### config.mk
export PLATFORM = sky130hd
export DESIGN_NAME = booth_mul_ctrl
export DESIGN_NICKNAME = d
export VERILOG_FILES = /design/src/rtl/booth_mul_ctrl.sv
export SDC_FILE = /design/constraint.sdc
export NUM_CORES = 1
export LEC_CHECK = 0
export ABC_AREA = 1
export BUFFER_PORTS_ARGS = -buffer_cell sky130_fd_sc_hd__buf_2
export CAP_MARGIN = 20
export CORE_AREA = 3 3 167 235
export DETAILED_ROUTE_END_ITERATION = 10
export DIE_AREA = 0 0 170 238
export PLACE_DENSITY = 0.74
export SLEW_MARGIN = 20
export SYNTH_ARGS = -nofsm -noshare
export SYNTH_HDL_FRONTEND = slang
export SYNTH_SLANG_ARGS = --single-unit
### constraint.sdc
create_clock -name clk -period 17.2 [get_ports clk]
set_clock_uncertainty 0.1 [all_clocks]
set_input_delay 5.16 -clock clk [delete_from_list [all_inputs] [get_ports clk]]
set_output_delay 5.16 -clock clk [all_outputs]
set_load 0.05 [all_outputs]
### src/rtl/booth_mul_ctrl.sv
`default_nettype none
// ============================================================================
// Module   : booth_mul_ctrl
// Brief    : Sequential radix-4 Booth multiplier controller, signed
//            WIDTH x WIDTH -> 2*WIDTH. Optional performance counters are
//            enabled by defining BOOTH_MUL_PERF_CNT_EN.
// Revision : 1.0 - initial release
// ============================================================================
module booth_mul_ctrl #(
    parameter int WIDTH = 64
) (
    input  logic                 clk,
    input  logic                 reset,
    input  logic                 op_start,
    input  logic                 op_clear,
    input  logic [WIDTH-1:0]     multiplicand,
    input  logic [WIDTH-1:0]     multiplier,
    output logic                 op_busy,
    output logic                 op_done,
    output logic [2*WIDTH-1:0]   result
`ifdef BOOTH_MUL_PERF_CNT_EN
    ,
    output logic [31:0]          perf_ops,
    output logic [15:0]          perf_abort
`endif
);

    localparam int ITER = WIDTH / 2;
    localparam int CW   = $clog2(ITER + 1);
    localparam int AW   = WIDTH + 2;
    localparam logic [CW-1:0] c_last_step = CW'(ITER - 1);

    typedef enum logic [1:0] {
        S_IDLE = 2'd0,
        S_EXEC = 2'd1,
        S_DONE = 2'd2
    } state_t;

    state_t                  r_state;
    logic [CW-1:0]           r_cnt;
    logic [AW-1:0]           r_acc;
    logic [AW-1:0]           r_m;
    logic [WIDTH-1:0]        r_q;
    logic                    r_q_prev;
    logic                    r_busy;
    logic                    r_done;
    logic [2*WIDTH-1:0]      r_result;

    logic [2:0]              w_triple;
    logic [AW-1:0]           w_m2;
    logic [AW-1:0]           w_addend;
    logic [AW-1:0]           w_sum;
    logic signed [AW+WIDTH-1:0] w_pair;
    logic                    w_last;

    assign w_triple = {r_q[1:0], r_q_prev};
    assign w_m2     = {r_m[AW-2:0], 1'b0};

    always_comb begin
        w_addend = '0;
        case (w_triple)
            3'b001, 3'b010: w_addend = r_m;
            3'b011:         w_addend = w_m2;
            3'b100:         w_addend = ~w_m2 + AW'(1);
            3'b101, 3'b110: w_addend = ~r_m + AW'(1);
            default:        w_addend = '0;
        endcase
    end

    assign w_sum  = r_acc + w_addend;
    // The extra two accumulator bits keep +-2M and min*min exact through the shift.
    assign w_pair = $signed({w_sum, r_q}) >>> 2;
    assign w_last = (r_cnt == c_last_step);

    always_ff @(posedge clk or posedge reset) begin
        if (reset) begin
            r_state  <= S_IDLE;
            r_cnt    <= '0;
            r_acc    <= '0;
            r_m      <= '0;
            r_q      <= '0;
            r_q_prev <= 1'b0;
            r_busy   <= 1'b0;
            r_done   <= 1'b0;
            r_result <= '0;
        end else if (op_clear) begin
            r_state  <= S_IDLE;
            r_cnt    <= '0;
            r_busy   <= 1'b0;
            r_done   <= 1'b0;
            r_result <= '0;
        end else begin
            case (r_state)
                S_IDLE: begin
                    if (op_start) begin
                        r_state  <= S_EXEC;
                        r_cnt    <= '0;
                        r_acc    <= '0;
                        r_m      <= {{2{multiplicand[WIDTH-1]}}, multiplicand};
                        r_q      <= multiplier;
                        r_q_prev <= 1'b0;
                        r_busy   <= 1'b1;
                    end
                end
                S_EXEC: begin
                    r_acc    <= w_pair[AW+WIDTH-1:WIDTH];
                    r_q      <= w_pair[WIDTH-1:0];
                    r_q_prev <= r_q[1];
                    r_cnt    <= r_cnt + CW'(1);
                    if (w_last) begin
                        r_state  <= S_DONE;
                        r_busy   <= 1'b0;
                        r_done   <= 1'b1;
                        r_result <= w_pair[2*WIDTH-1:0];
                    end
                end
                S_DONE: begin
                    r_done <= 1'b1;
                end
                default: begin
                    r_state <= S_IDLE;
                    r_busy  <= 1'b0;
                    r_done  <= 1'b0;
                end
            endcase
        end
    end

    assign op_busy = r_busy;
    assign op_done = r_done;
    assign result  = r_result;

`ifdef BOOTH_MUL_PERF_CNT_EN
    logic [31:0] r_perf_ops;
    logic [15:0] r_perf_abort;

    // Saturating counters; op_clear does not touch them.
    always_ff @(posedge clk or posedge reset) begin
        if (reset) begin
            r_perf_ops   <= '0;
            r_perf_abort <= '0;
        end else if (r_state == S_EXEC) begin
            if (op_clear) begin
                if (r_perf_abort != '1) r_perf_abort <= r_perf_abort + 16'd1;
            end else if (w_last) begin
                if (r_perf_ops != '1) r_perf_ops <= r_perf_ops + 32'd1;
            end
        end
    end

    assign perf_ops   = r_perf_ops;
    assign perf_abort = r_perf_abort;
`endif

endmodule
`default_nettype wire

# After elaboration in Yosys (flattened, before gate mapping)
# Index checks and enable logic that the tools add are counted.
# classes
add_sub_neg	4
eq_ne	14
mux	24
n_bitwise	3
reduce_logical	13
# op_table
cell	n
$mux W128	3
$pmux W66 S4	1
$add A66 B1 Y66 const B	2
$not A66 Y66	2
$pmux W66 S2	1
$pmux W64 S2	1
$add A66 B66 Y66	1
$mux W66	1
$mux W64	1
$mux W6	2
$pmux W6 S2	1
$eq A3 B3 Y1 const B	3
$reduce_and A3 Y1	3
$add A6 B1 Y6 const B	1
$eq A3 B2 Y1 const B	2
$eq A6 B5 Y1 const B	1
$mux W1	6
$mux W2	3
$ne A2 B2 Y1 const B	3
$ne A3 B3 Y1 const B	2
$pmux W1 S3	2
$pmux W2 S3	1
$reduce_and A2 Y1	3
$reduce_bool A2 Y1	3
other kinds (8)	9
# totals
register_bits	333
output_inout_bits	130

# Logic depth before layout (Yosys ltp)
# depth
ltp_word	7
depth_mapped	28
depth_no_buf	28

# Least setup slack after synthesis
# No wires, ideal clock.
# synth_path
path_type	in2reg
startpoint	input port op_clear
endpoint	register r_result[1] (netlist: result[1])
arrival_time_ps	6120
setup_slack_ps	10846
stages	7
n_path_buf	2
path_cell_list	inv_1 > nand2_1 > nor2_2 > inv_2 > clkbuf_1 > clkbuf_1 > o21ai_0
# synth_via
elab_chain_len	2
elab_cells_between_ends	4
# synth_rtl
item	line_no	text
from (decl)	15	input logic op_clear,
$reduce_bool A2 Y1 (no source line)	n/a	
$reduce_and A2 Y1 (no source line)	n/a	
to (signal assigned)	114	r_result <= w_pair[2*WIDTH-1:0];
to (decl)	47	logic [2*WIDTH-1:0] r_result;
# Several ways; a longest one is shown, not always the timed one.
# A chain may end at the register's enable or synchronous reset.

# Final worst setup path
# layout_path
startpoint	input port op_clear
endpoint	register r_cnt[5]
# layout_via
elab_chain_len	2
elab_cells_between_ends	4
# layout_rtl
item	line_no	text
$ne A3 B3 Y1 (no source line) / $reduce_bool A3 Y1 (equally long branches)	n/a	
$reduce_and A2 Y1 (no source line)	n/a	
to (signal assigned)	109	r_cnt <= r_cnt + CW'(1);
to (decl)	40	logic [CW-1:0] r_cnt;
# Several ways; a longest one is shown, not always the timed one.

==> metrics <==
status=completed; switching share of power=50.8%; die footprint=roughly 0.040 mm^2; Synth top area share=between 30% and 40%; Synth area leader=dfrtp_1; Netlist Area Pre-Place=approximately 0.021 mm^2; Max Slew Vio Count=0; Tot Pwr=around 4600 uW; Final min period=about 6.8 ns; pwr/cell area=189 mW/mm^2; Layout Nets=3,454; final core occ=64.6%; std cell rows=84; Max stage delay on crit path=about 0.52 ns; r2r worst-path depth=23; die width=170 um; CP arrival=slightly above 7 ns; NetSw=~2300 uW; Post-Synth Simple-Gate Area=a little under a third; crit path capture type=register; total number of vias=~22k; DRT iter0 DRCs=between 1.5k and 2k; Top-Level Pins=between 200 and 300; total track usage=between 30% and 40%; mux contribution to synthesized area=less than 1%; DR WL met2=~35,000 um; Worst IR Drop VDD=~0.12 mV; Initial Util=56.7%; Adder-Cell Fraction of Synth Area=4.29%; Yosys cell types=53; Leakage=between 0.01 and 0.015 uW; global-route wire length before repair=roughly 110,000 um; CP max-delay cell=inv_1; EDFF count, synth=0; Max-Slew Margin vs Limit=28.6%; Final Instance Count excl. Fillers=3,750; CP required=17.52 ns; R2R setup slack=~12 ns; warnings from Yosys=0; antenna violations before repair=0; core area=around 0.037 mm^2; Top cell by count, worst path=inv_1; Skew-Pair Late Insertion Delay=roughly 0.55 ns; n_diodes=0; Avg Synthesized Cell Area=roughly 7 um^2; CP max FO=42; number of vias per cell=just under 6; Max Clk Rate=146 MHz; Gate Count Post-Synth=3,040; die height=about 240 um; Final Cycle Share=about two fifths; WL final=roughly 70,000 um; unrepaired setup endpoints after global routing=no; post-synthesis sequential area ratio=39.0%; post-synth net total=3,244; storage element area=0.00826 mm^2; hpwl dp=about 54,000 um; total CTS buffers=35; clk root buf=clkbuf_16; TNS Setup=0 ns; dominant cells by area after synthesis=dfrtp_1, nand2_1, inv_1; post-synthesis compound-gate area fraction=around 15%; Combinational Power Share=56.9%; fill cell count=3,412; DRT met1 WL=~27,000 um; hold buffer count at cts=0; post-cts resize count=0; max cap viols=0; Final Wtd Congestion=about 1.0; clock slew seen by the registers of the worst setup and hold paths=about 0.06 ns; Initial DRT Pass Iterations=6; Seq cells post-synth=330; # placed instances=around 3.7k; input/output buffers=around 260; Hold Fails Final Rpt=0; Routed Antenna Nets=0; vias in the first global route=20.9k; Max Buffers Root-to-Sink=3; Slew @ Worst Pin=approximately 1.1 ns; clock sinks=330; # setup viols final=0; Min Hold Slack=0.374 ns; post-synthesis async set-or-reset flop share=100%; crit path cell chain=buf_2, inv_1, nand2_1, nor2_2, buf_4, inv_1, o32ai_1; Pint=2240 uW; top_reg_cell synth=dfrtp_1; hold path depth=2; Met3 Routed Length=between 4000 and 5000 um; footprint of the multi-input gates=about 0.011 mm^2; largest net degree at the start of global routing=roughly 140; layout overhead on the synthesized area=14.0%; Startpoint Class=primary input; CTS H-Tree Depth=2; Post-CTS Setup Bufs=0; share of cells above drive strength 1=roughly an eighth; total gr overflow=0; largest family of logic cells by synthesized area=simple AND/OR/NAND/NOR gates; Flop pwr share=approximately 25%; clock share of power=18.3%; Remaining DRCs=0; CTS tree=yes; Post-Synth XOR/XNOR Area=under 10%; Hold WC Path Type=register to register; Max Used Layer=met4; routed wire length per instance=roughly 19 um; critical path class=primary input to register
[metal layers]
metal / up-vias / global-route usage, %
met5: - / 0
met4: 0 / 24.5
met3: 240 / 4.06
met2: 888 / 58.8
met1: 10100 / 40.3
li1: 10400 / -
[metrics by stage]
step / cell area (um^2) / setup slack (ns)
floorplan: 21200 / 2.80
global placement: 22900 / 9.76
detailed placement: 22900 / 9.64
CTS: 24100 / 10.19
global route: 24200 / 10.22
finish: 24200 / 10.36
[cell usage after synthesis (all sizes together), types with 19 or more instances]
cell type	count
o211ai	65
nand3b	27
ha	71
clkbuf	87
inv	346
dfrtp	330
xor2	43
o2111ai	24
nor2	334
nor3	19
a21oi	153
nand3	225
nand2	909
o21ai	250
nand4	32
[state kept, by name, summed over array words and instances (netlist names)]
signal    count
result      128
r_acc        64
r_m          64
r_q          64
r_cnt         6
op_busy       1
op_done       1
r_q_prev      1
r_state       1
[placed cells by master, fill, tap and decap left out, types with 65 or more instances in the layout]
cell      Yosys  layout
a21oi_1     153     152
o211ai_1     65      65
o21ai_0     235     235
dfrtp_1     330     330
nand2_1     907     906
inv_1       339     338
nor2_1      323     318
ha_1         71      70
nand3_1     217     217
buf_2        10     261
[power by group through the flow]
stage,registers [uW],logic [uW],clock network [uW]
finish,1130,2600,835
detailed placement,1140,2540,0
floorplan,1100,1780,0
global route,1150,2870,876
CTS,1130,2560,845
global placement,1140,2500,0
[logic make-up after synthesis]
family,count (synthesis)
AND/OR/NAND/NOR,1566
AO/OA/AOI/OAI,553
buffers and inverters,453
flip-flops,330
adder cells (fa/ha/maj),72
XOR/XNOR,60
multiplexers,6
[path summary, 6_finish.rpt]
path                                    startpoint                      end
setup / recovery                          op_clear     r_cnt[5]$_DFFE_PP0P_
hold / removal             result[107]$_DFFE_PP0P_  result[107]$_DFFE_PP0P_
setup reg to reg                r_m[1]$_DFFE_PP0P_  result[127]$_DFFE_PP0P_
hold reg to reg            result[107]$_DFFE_PP0P_  result[107]$_DFFE_PP0P_
max in group asynchronous                    reset      r_m[38]$_DFFE_PP0P_
min in group asynchronous                    reset      r_q[45]$_DFFE_PP0P_
[critical path, delay by kind of cell]
kind | cells | cell delay [ns]
buffers and inverters | 4 | 1.28
AOI/OAI and AO/OA | 1 | 0.42
and+or+nand+nor | 2 | 0.30
[final cells by class]
type | instances | area share (%)
clock buffers | 44 | 4.14
clock inverters | 20 | 1.09
inverters | 349 | 5.46
multi-input cells | 2257 | 46.7
flip-flops and latches | 330 | 34.2
well taps | 473 | 2.45
repair buffers | 277 | 6.04
Note: power is estimated with default switching activity, not from simulation.
